### config.mk
export PLATFORM = sky130hd
export DESIGN_NAME = shift_sequencer
export DESIGN_NICKNAME = d
export VERILOG_FILES = /design/src/rtl/shift_pkg.sv /design/src/rtl/shift_core.sv /design/src/rtl/shift_sequencer.sv
export SDC_FILE = /design/constraint.sdc
export NUM_CORES = 1
export LEC_CHECK = 0
export CORE_UTILIZATION = 40
export DETAILED_ROUTE_END_ITERATION = 7
export DONT_BUFFER_PORTS = 1
export PLACE_DENSITY = 0.59
export SYNTH_ARGS = -nofsm -noshare
export SYNTH_HDL_FRONTEND = slang
export SYNTH_HIERARCHICAL = 1
export SYNTH_SLANG_ARGS = --single-unit
### constraint.sdc
create_clock -name clk -period 3 [get_ports clk]
set_input_delay 0.45 -clock clk [delete_from_list [all_inputs] [get_ports clk]]
set_output_delay 0.45 -clock clk [all_outputs]
set_load 0.01 [all_outputs]
### src/rtl/shift_pkg.sv
// Shared types and constants for the shift sequencer and its combinational core.
// Latency: n/a (types and constants only).
// Backpressure: n/a.
package shift_pkg;

    // Command opcodes carried on cmd_op.
    typedef enum logic [2:0] {
        SH_NONE = 3'b000,
        SH_LSL  = 3'b001,
        SH_ASL  = 3'b010,
        SH_LSR  = 3'b011,
        SH_ASR  = 3'b100,
        SH_ROL  = 3'b101,
        SH_ROR  = 3'b110,
        SH_RSVD = 3'b111
    } shift_op_e;

    typedef enum logic [1:0] {
        IDLE  = 2'd0,
        SHIFT = 2'd1,
        DONE  = 2'd2
    } seq_state_e;

    // Default per-pass shift-count width and the largest shift done in one pass.
    localparam int unsigned DEF_STEP_W = 3;
    localparam int unsigned MAX_STEP   = (1 << DEF_STEP_W) - 1;

endpackage

### src/rtl/shift_core.sv
// Single-pass shifter/rotator: applies op by step bits to data.
// Latency: combinational, zero cycles.
// Backpressure: none; output follows inputs.
//
// Ports:
//   data_in  - operand (treated as signed for ASR)
//   op       - shift operation; NONE/RSVD pass data through
//   step     - shift count for this pass, 0..2**STEP_W-1
//   data_out - shifted result
module shift_core
    import shift_pkg::*;
#(
    parameter int WIDTH  = 8,
    parameter int STEP_W = DEF_STEP_W
) (
    input  logic [WIDTH-1:0]  data_in,
    input  shift_op_e         op,
    input  logic [STEP_W-1:0] step,
    output logic [WIDTH-1:0]  data_out
);

    // Rotates shift a doubled copy of the word; the wanted half holds the
    // bits that wrapped around.
    logic [2*WIDTH-1:0] dbl_l;
    logic [2*WIDTH-1:0] dbl_r;

    assign dbl_l = {data_in, data_in} << step;
    assign dbl_r = {data_in, data_in} >> step;

    always_comb begin
        data_out = data_in;
        case (op)
            SH_LSL,
            SH_ASL:  data_out = data_in << step;
            SH_LSR:  data_out = data_in >> step;
            SH_ASR:  data_out = $unsigned($signed(data_in) >>> step);
            SH_ROL:  data_out = dbl_l[2*WIDTH-1:WIDTH];
            SH_ROR:  data_out = dbl_r[WIDTH-1:0];
            default: data_out = data_in;
        endcase
    end

endmodule

### src/rtl/shift_sequencer.sv
// Command-driven shift sequencer: clamps the amount and applies it as passes of at most 2**STEP_W-1 bits.
// Latency: result valid 1+k cycles after accept, k = ceil(eff_amt / max step).
// Backpressure: cmd_ready only in IDLE; result held in DONE until res_ready.
//
// Ports:
//   clk, rst            - clock and synchronous active-high reset
//   cmd_valid/cmd_ready - command handshake; cmd_op, cmd_amt, cmd_data carry the command
//   res_valid/res_ready - result handshake; res_data result, res_err set for reserved op
//   busy                - high whenever not IDLE
//   op_count            - completed result handshakes, wrapping
module shift_sequencer
    import shift_pkg::*;
#(
    parameter int WIDTH  = 8,
    parameter int AMT_W  = 8,
    parameter int STEP_W = DEF_STEP_W,
    parameter int CNT_W  = 16
) (
    input  logic             clk,
    input  logic             rst,
    input  logic             cmd_valid,
    output logic             cmd_ready,
    input  logic [2:0]       cmd_op,
    input  logic [AMT_W-1:0] cmd_amt,
    input  logic [WIDTH-1:0] cmd_data,
    output logic             res_valid,
    input  logic             res_ready,
    output logic [WIDTH-1:0] res_data,
    output logic             res_err,
    output logic             busy,
    output logic [CNT_W-1:0] op_count
);

    localparam int LOG_W    = $clog2(WIDTH);
    // Remaining-count width must hold WIDTH itself (full-width clamp).
    localparam int REM_W    = LOG_W + 1;
    localparam int STEP_MAX = (1 << STEP_W) - 1;

    seq_state_e        state_q, state_d;
    shift_op_e         op_q,    op_d;
    logic [WIDTH-1:0]  data_q,  data_d;
    logic [REM_W-1:0]  rem_q,   rem_d;
    logic              err_q,   err_d;
    logic [CNT_W-1:0]  cnt_q,   cnt_d;

    shift_op_e         cmd_op_e;
    logic [REM_W-1:0]  eff_amt;
    logic [STEP_W-1:0] step;
    logic [REM_W-1:0]  step_ext;
    logic [WIDTH-1:0]  core_out;

    assign cmd_op_e = shift_op_e'(cmd_op);

    // Effective amount: rotates wrap modulo WIDTH, shifts saturate at WIDTH
    // (anything beyond that gives the same result), none/reserved do nothing.
    always_comb begin
        eff_amt = '0;
        case (cmd_op_e)
            SH_ROL,
            SH_ROR:  eff_amt = REM_W'(cmd_amt[LOG_W-1:0]);
            SH_LSL,
            SH_ASL,
            SH_LSR,
            SH_ASR:  eff_amt = (cmd_amt >= AMT_W'(WIDTH)) ? REM_W'(WIDTH)
                                                          : cmd_amt[REM_W-1:0];
            default: eff_amt = '0;
        endcase
    end

    // Per-pass step = min(remaining, max step).
    assign step     = (rem_q > REM_W'(STEP_MAX)) ? STEP_W'(STEP_MAX) : rem_q[STEP_W-1:0];
    assign step_ext = REM_W'(step);

    shift_core #(
        .WIDTH  (WIDTH),
        .STEP_W (STEP_W)
    ) u_core (
        .data_in  (data_q),
        .op       (op_q),
        .step     (step),
        .data_out (core_out)
    );

    always_comb begin
        state_d = state_q;
        op_d    = op_q;
        data_d  = data_q;
        rem_d   = rem_q;
        err_d   = err_q;
        cnt_d   = cnt_q;
        case (state_q)
            IDLE: begin
                if (cmd_valid) begin
                    op_d    = cmd_op_e;
                    data_d  = cmd_data;
                    rem_d   = eff_amt;
                    err_d   = (cmd_op_e == SH_RSVD);
                    state_d = (eff_amt != '0) ? SHIFT : DONE;
                end
            end
            SHIFT: begin
                data_d = core_out;
                rem_d  = rem_q - step_ext;
                if (rem_q == step_ext) begin
                    state_d = DONE;
                end
            end
            DONE: begin
                if (res_ready) begin
                    cnt_d   = cnt_q + CNT_W'(1);
                    state_d = IDLE;
                end
            end
            default: state_d = IDLE;
        endcase
    end

    always_ff @(posedge clk) begin
        if (rst) begin
            state_q <= IDLE;
            op_q    <= SH_NONE;
            data_q  <= '0;
            rem_q   <= '0;
            err_q   <= 1'b0;
            cnt_q   <= '0;
        end else begin
            state_q <= state_d;
            op_q    <= op_d;
            data_q  <= data_d;
            rem_q   <= rem_d;
            err_q   <= err_d;
            cnt_q   <= cnt_d;
        end
    end

    assign cmd_ready = (state_q == IDLE);
    assign res_valid = (state_q == DONE);
    assign busy      = (state_q != IDLE);
    assign res_data  = data_q;
    assign res_err   = err_q;
    assign op_count  = cnt_q;

endmodule
==> results.py <==
metrics = {
    "status": {
        "status": "complete, no violations",
    },
    "worst_hold_path": {
        "hp-start": "rst",
        "holdPathEnd": "op_count[0]",
        "hold_path.class": "primary input to flip-flop",
        "whs_path_depth": 1,
    },
    "route": {
        "drcViolationCount": 0,
        "final_antenna_net_count": 0,
        "first_pass_iters": 5,
        "avgViaCountPerCell": 6.313,
        "vias": 2904,
        "drt_iter0_drc": 237,
        "wire_per_inst_um": 16.95,
        "wirelength_um": 7799,
    },
    "layout": {
        "final_cell_mix": "39 x nor2_1, 38 x nand2_1, 34 x dfxtp_1",
        "fin_area_um2": 3080,
        "antenna-diode-count": 0,
        "layout-drive-gt1-share": 0.1191,
        "seq_area_um2": 680.7,
        "multi_input_area_um2": 2113,
        "instances_no_fill": 460,
        "final_common_cell": "nor2_1",
        "fillers": 736,
        "area.growth.synth_to_final_pct": 2.840,
        "fin_nets": 385,
    },
    "worst_setup_path": {
        "cp-startpoint": "rem_q[3]",
        "reg2reg_slack_ps": 280,
        "critical_path_class": "flip-flop to flip-flop",
        "reg2reg_depth": 8,
        "cp.required_ps": 3120,
        "rr_endpoint": "res_data[0]",
        "startpoint_type": "flip-flop",
        "setup.worst_path.end_class": "flip-flop",
        "worst-path-max-fanout": 28,
        "cp.arrival_ps": 2850,
        "r2r-start": "rem_q[3]",
    },
    "grt": {
        "antenna_found_initial": 0,
        "grt_pass1_vias": 2580,
        "grt_pass1_wl_um": 12740,
        "grt_max_degree": 36,
        "globalRouteOverflowTotal": 0,
        "track_usage": 0.2053,
    },
    "place": {
        "portBuffers": 0,
        "dp_slack_ps": 317.8,
        "detailedPlacementHpwl_um": 5530,
        "place_area_um2": 2985,
        "routabilityCongestion": 0.8907,
        "placed_cells": 452,
    },
    "timing": {
        "fin_crit_sh": 0.9074,
        "fmax_ghz": 0.3673,
        "rsz0062_at_grt": "no",
        "setup_ws_ps": 277.7,
        "setup_tns_ps": 0,
        "final.setup_skew_ps": 5.519,
        "slew_headroom": 0.5212,
        "hold_violations": 0,
        "setup_viol": 0,
        "slew_viol_final": 0,
        "period_needed_ps": 2722,
        "tightestPinTransition_ps": 717.3,
    },
    "yosys": {
        "syn_avg_cell_area_um2": 7.800,
        "syn_nets": 409,
        "syn_area_um2": 2995,
        "synth_edf_count": 0,
        "ys_ff_latch": 34,
        "yosysSeqAreaShare": 0.2272,
        "ys_types": 74,
        "synth.yosys.warnings": 6,
        "synth_flop_cell": "dfxtp_1",
        "synthCells": 384,
        "ys_async_sr_fraction": 0,
    },
    "clock_tree": {
        "clk_pin_slew_ps": 70,
        "clk_path_buf_depth": 2,
        "htreeDepth": 2,
        "cts_tree": "built",
        "worstSkewPairLatency_ps": 280,
        "post_cts_buffers": 0,
        "cts_made_buffers": 5,
        "cts_hold_buffers": 0,
        "cts_resized": 0,
        "clock-sinks": 34,
        "root_buffer": "clkbuf_8",
    },
    "power": {
        "p_sw_mw": 0.5030,
        "switching_share": 0.3704,
        "p_per_area_nw_per_um2": 440.9,
        "p_clk_frac": 0.259,
        "p_comb_frac": 0.329,
        "leakagePower_nw": 1.062,
        "p_int_mw": 0.8551,
        "irDropWorstVdd_v": 0.0003154,
        "p_seq_frac": 0.412,
    },
    "floorplan": {
        "io_pins": 51,
        "rows": 31,
        "coreArea_um2": 7253,
        "dieArea_um2": 7838,
        "die_h_um": 88.54,
        "start_util": 0.4130,
        "die-width_um": 88.54,
    },
    "job": {
        "drv_cap": 0,
    },
}
==> synthesized netlist by cell type (all sizes together), types with 10 or more instances <==
| library cell | count | area (um2) |
|---|---|---|
| mux4 | 10 | 225.2 |
| nand4 | 10 | 77.57 |
| nand2b | 10 | 62.56 |
| nor2 | 40 | 152.6 |
| a311oi | 11 | 96.34 |
| clkbuf | 18 | 67.56 |
| buf | 18 | 103.9 |
| a21oi | 25 | 128.9 |
| nand2 | 39 | 148.9 |
| dfxtp | 34 | 680.7 |
| nor3 | 10 | 50.05 |
| nand3 | 17 | 85.08 |
==> how the worst max path moves through the flow <==
stage | slack, ps | end
2_1_floorplan | 820 | res_data[0]
4_1_cts | 310 | res_data[0]
5_1_grt | 60 | res_data[0]
3_5_place_dp | 320 | res_data[0]
6_report | 280 | res_data[0]
3_3_place_gp | 360 | res_data[0]
==> cell type report <==
type / instances / area share
well taps: 99 / 0.04021
clock inverters: 2 / 0.004062
repair buffers: 5 / 0.01219
multi-input cells: 306 / 0.6860
inverters: 8 / 0.009748
flip-flops and latches: 34 / 0.2210
clock buffers: 6 / 0.02681
==> layer usage <==
| metal | track usage | vias to the layer above | wire length (um) |
|---|---|---|---|
| met5 | 0 | - | 0 |
| met4 | 0.05132 | 0 | 92 |
| met2 | 0.3182 | 139 | 3549 |
| met1 | 0.2912 | 1356 | 3541 |
| li1 | - | 1399 | - |
| met3 | 0.04104 | 10 | 615 |
==> through the flow <==
step	total power [mW]	hold WS, ps	utilization
after floorplan	0.9313	433.0	-
after global placement	1.005	502.3	0.4116
after detailed placement	1.007	513.3	0.4116
after CTS	1.364	219.1	0.4247
after global routing	1.440	217.3	0.4247
final	1.358	232.9	0.4247
==> kinds of logic after synthesis <==
family          synth area share
simple gates              0.2866
compound gates            0.2494
buf+inv                  0.06725
flops                     0.2272
mux                       0.1291
xor+xnor                 0.03217
fa+ha+maj               0.008353
==> registers in the layout (all words and copies together), names as in the netlist <==
register and flops:
op_q 3, state_q 2, res_err 1, res_data 8, rem_q 4, op_count 16
==> critical path, cell delays in order (launching register included) <==
cell and delay (ps):
dfxtp_1 470, or2_2 580, mux4_2 610, and4_4 210
a21oi_2 90, nand3_1 70, o32a_1 360, nor2_1 110
a311oi_1 70
==> power by group through the flow <==
stage / clock network [mW] / registers, mW / logic [mW]
floorplan: 0 / 0.521 / 0.410
global placement: 0 / 0.569 / 0.435
detailed placement: 0 / 0.569 / 0.439
CTS: 0.366 / 0.558 / 0.440
global route: 0.382 / 0.567 / 0.490
finish: 0.351 / 0.560 / 0.447
Power figures use the tool's default switching activity.
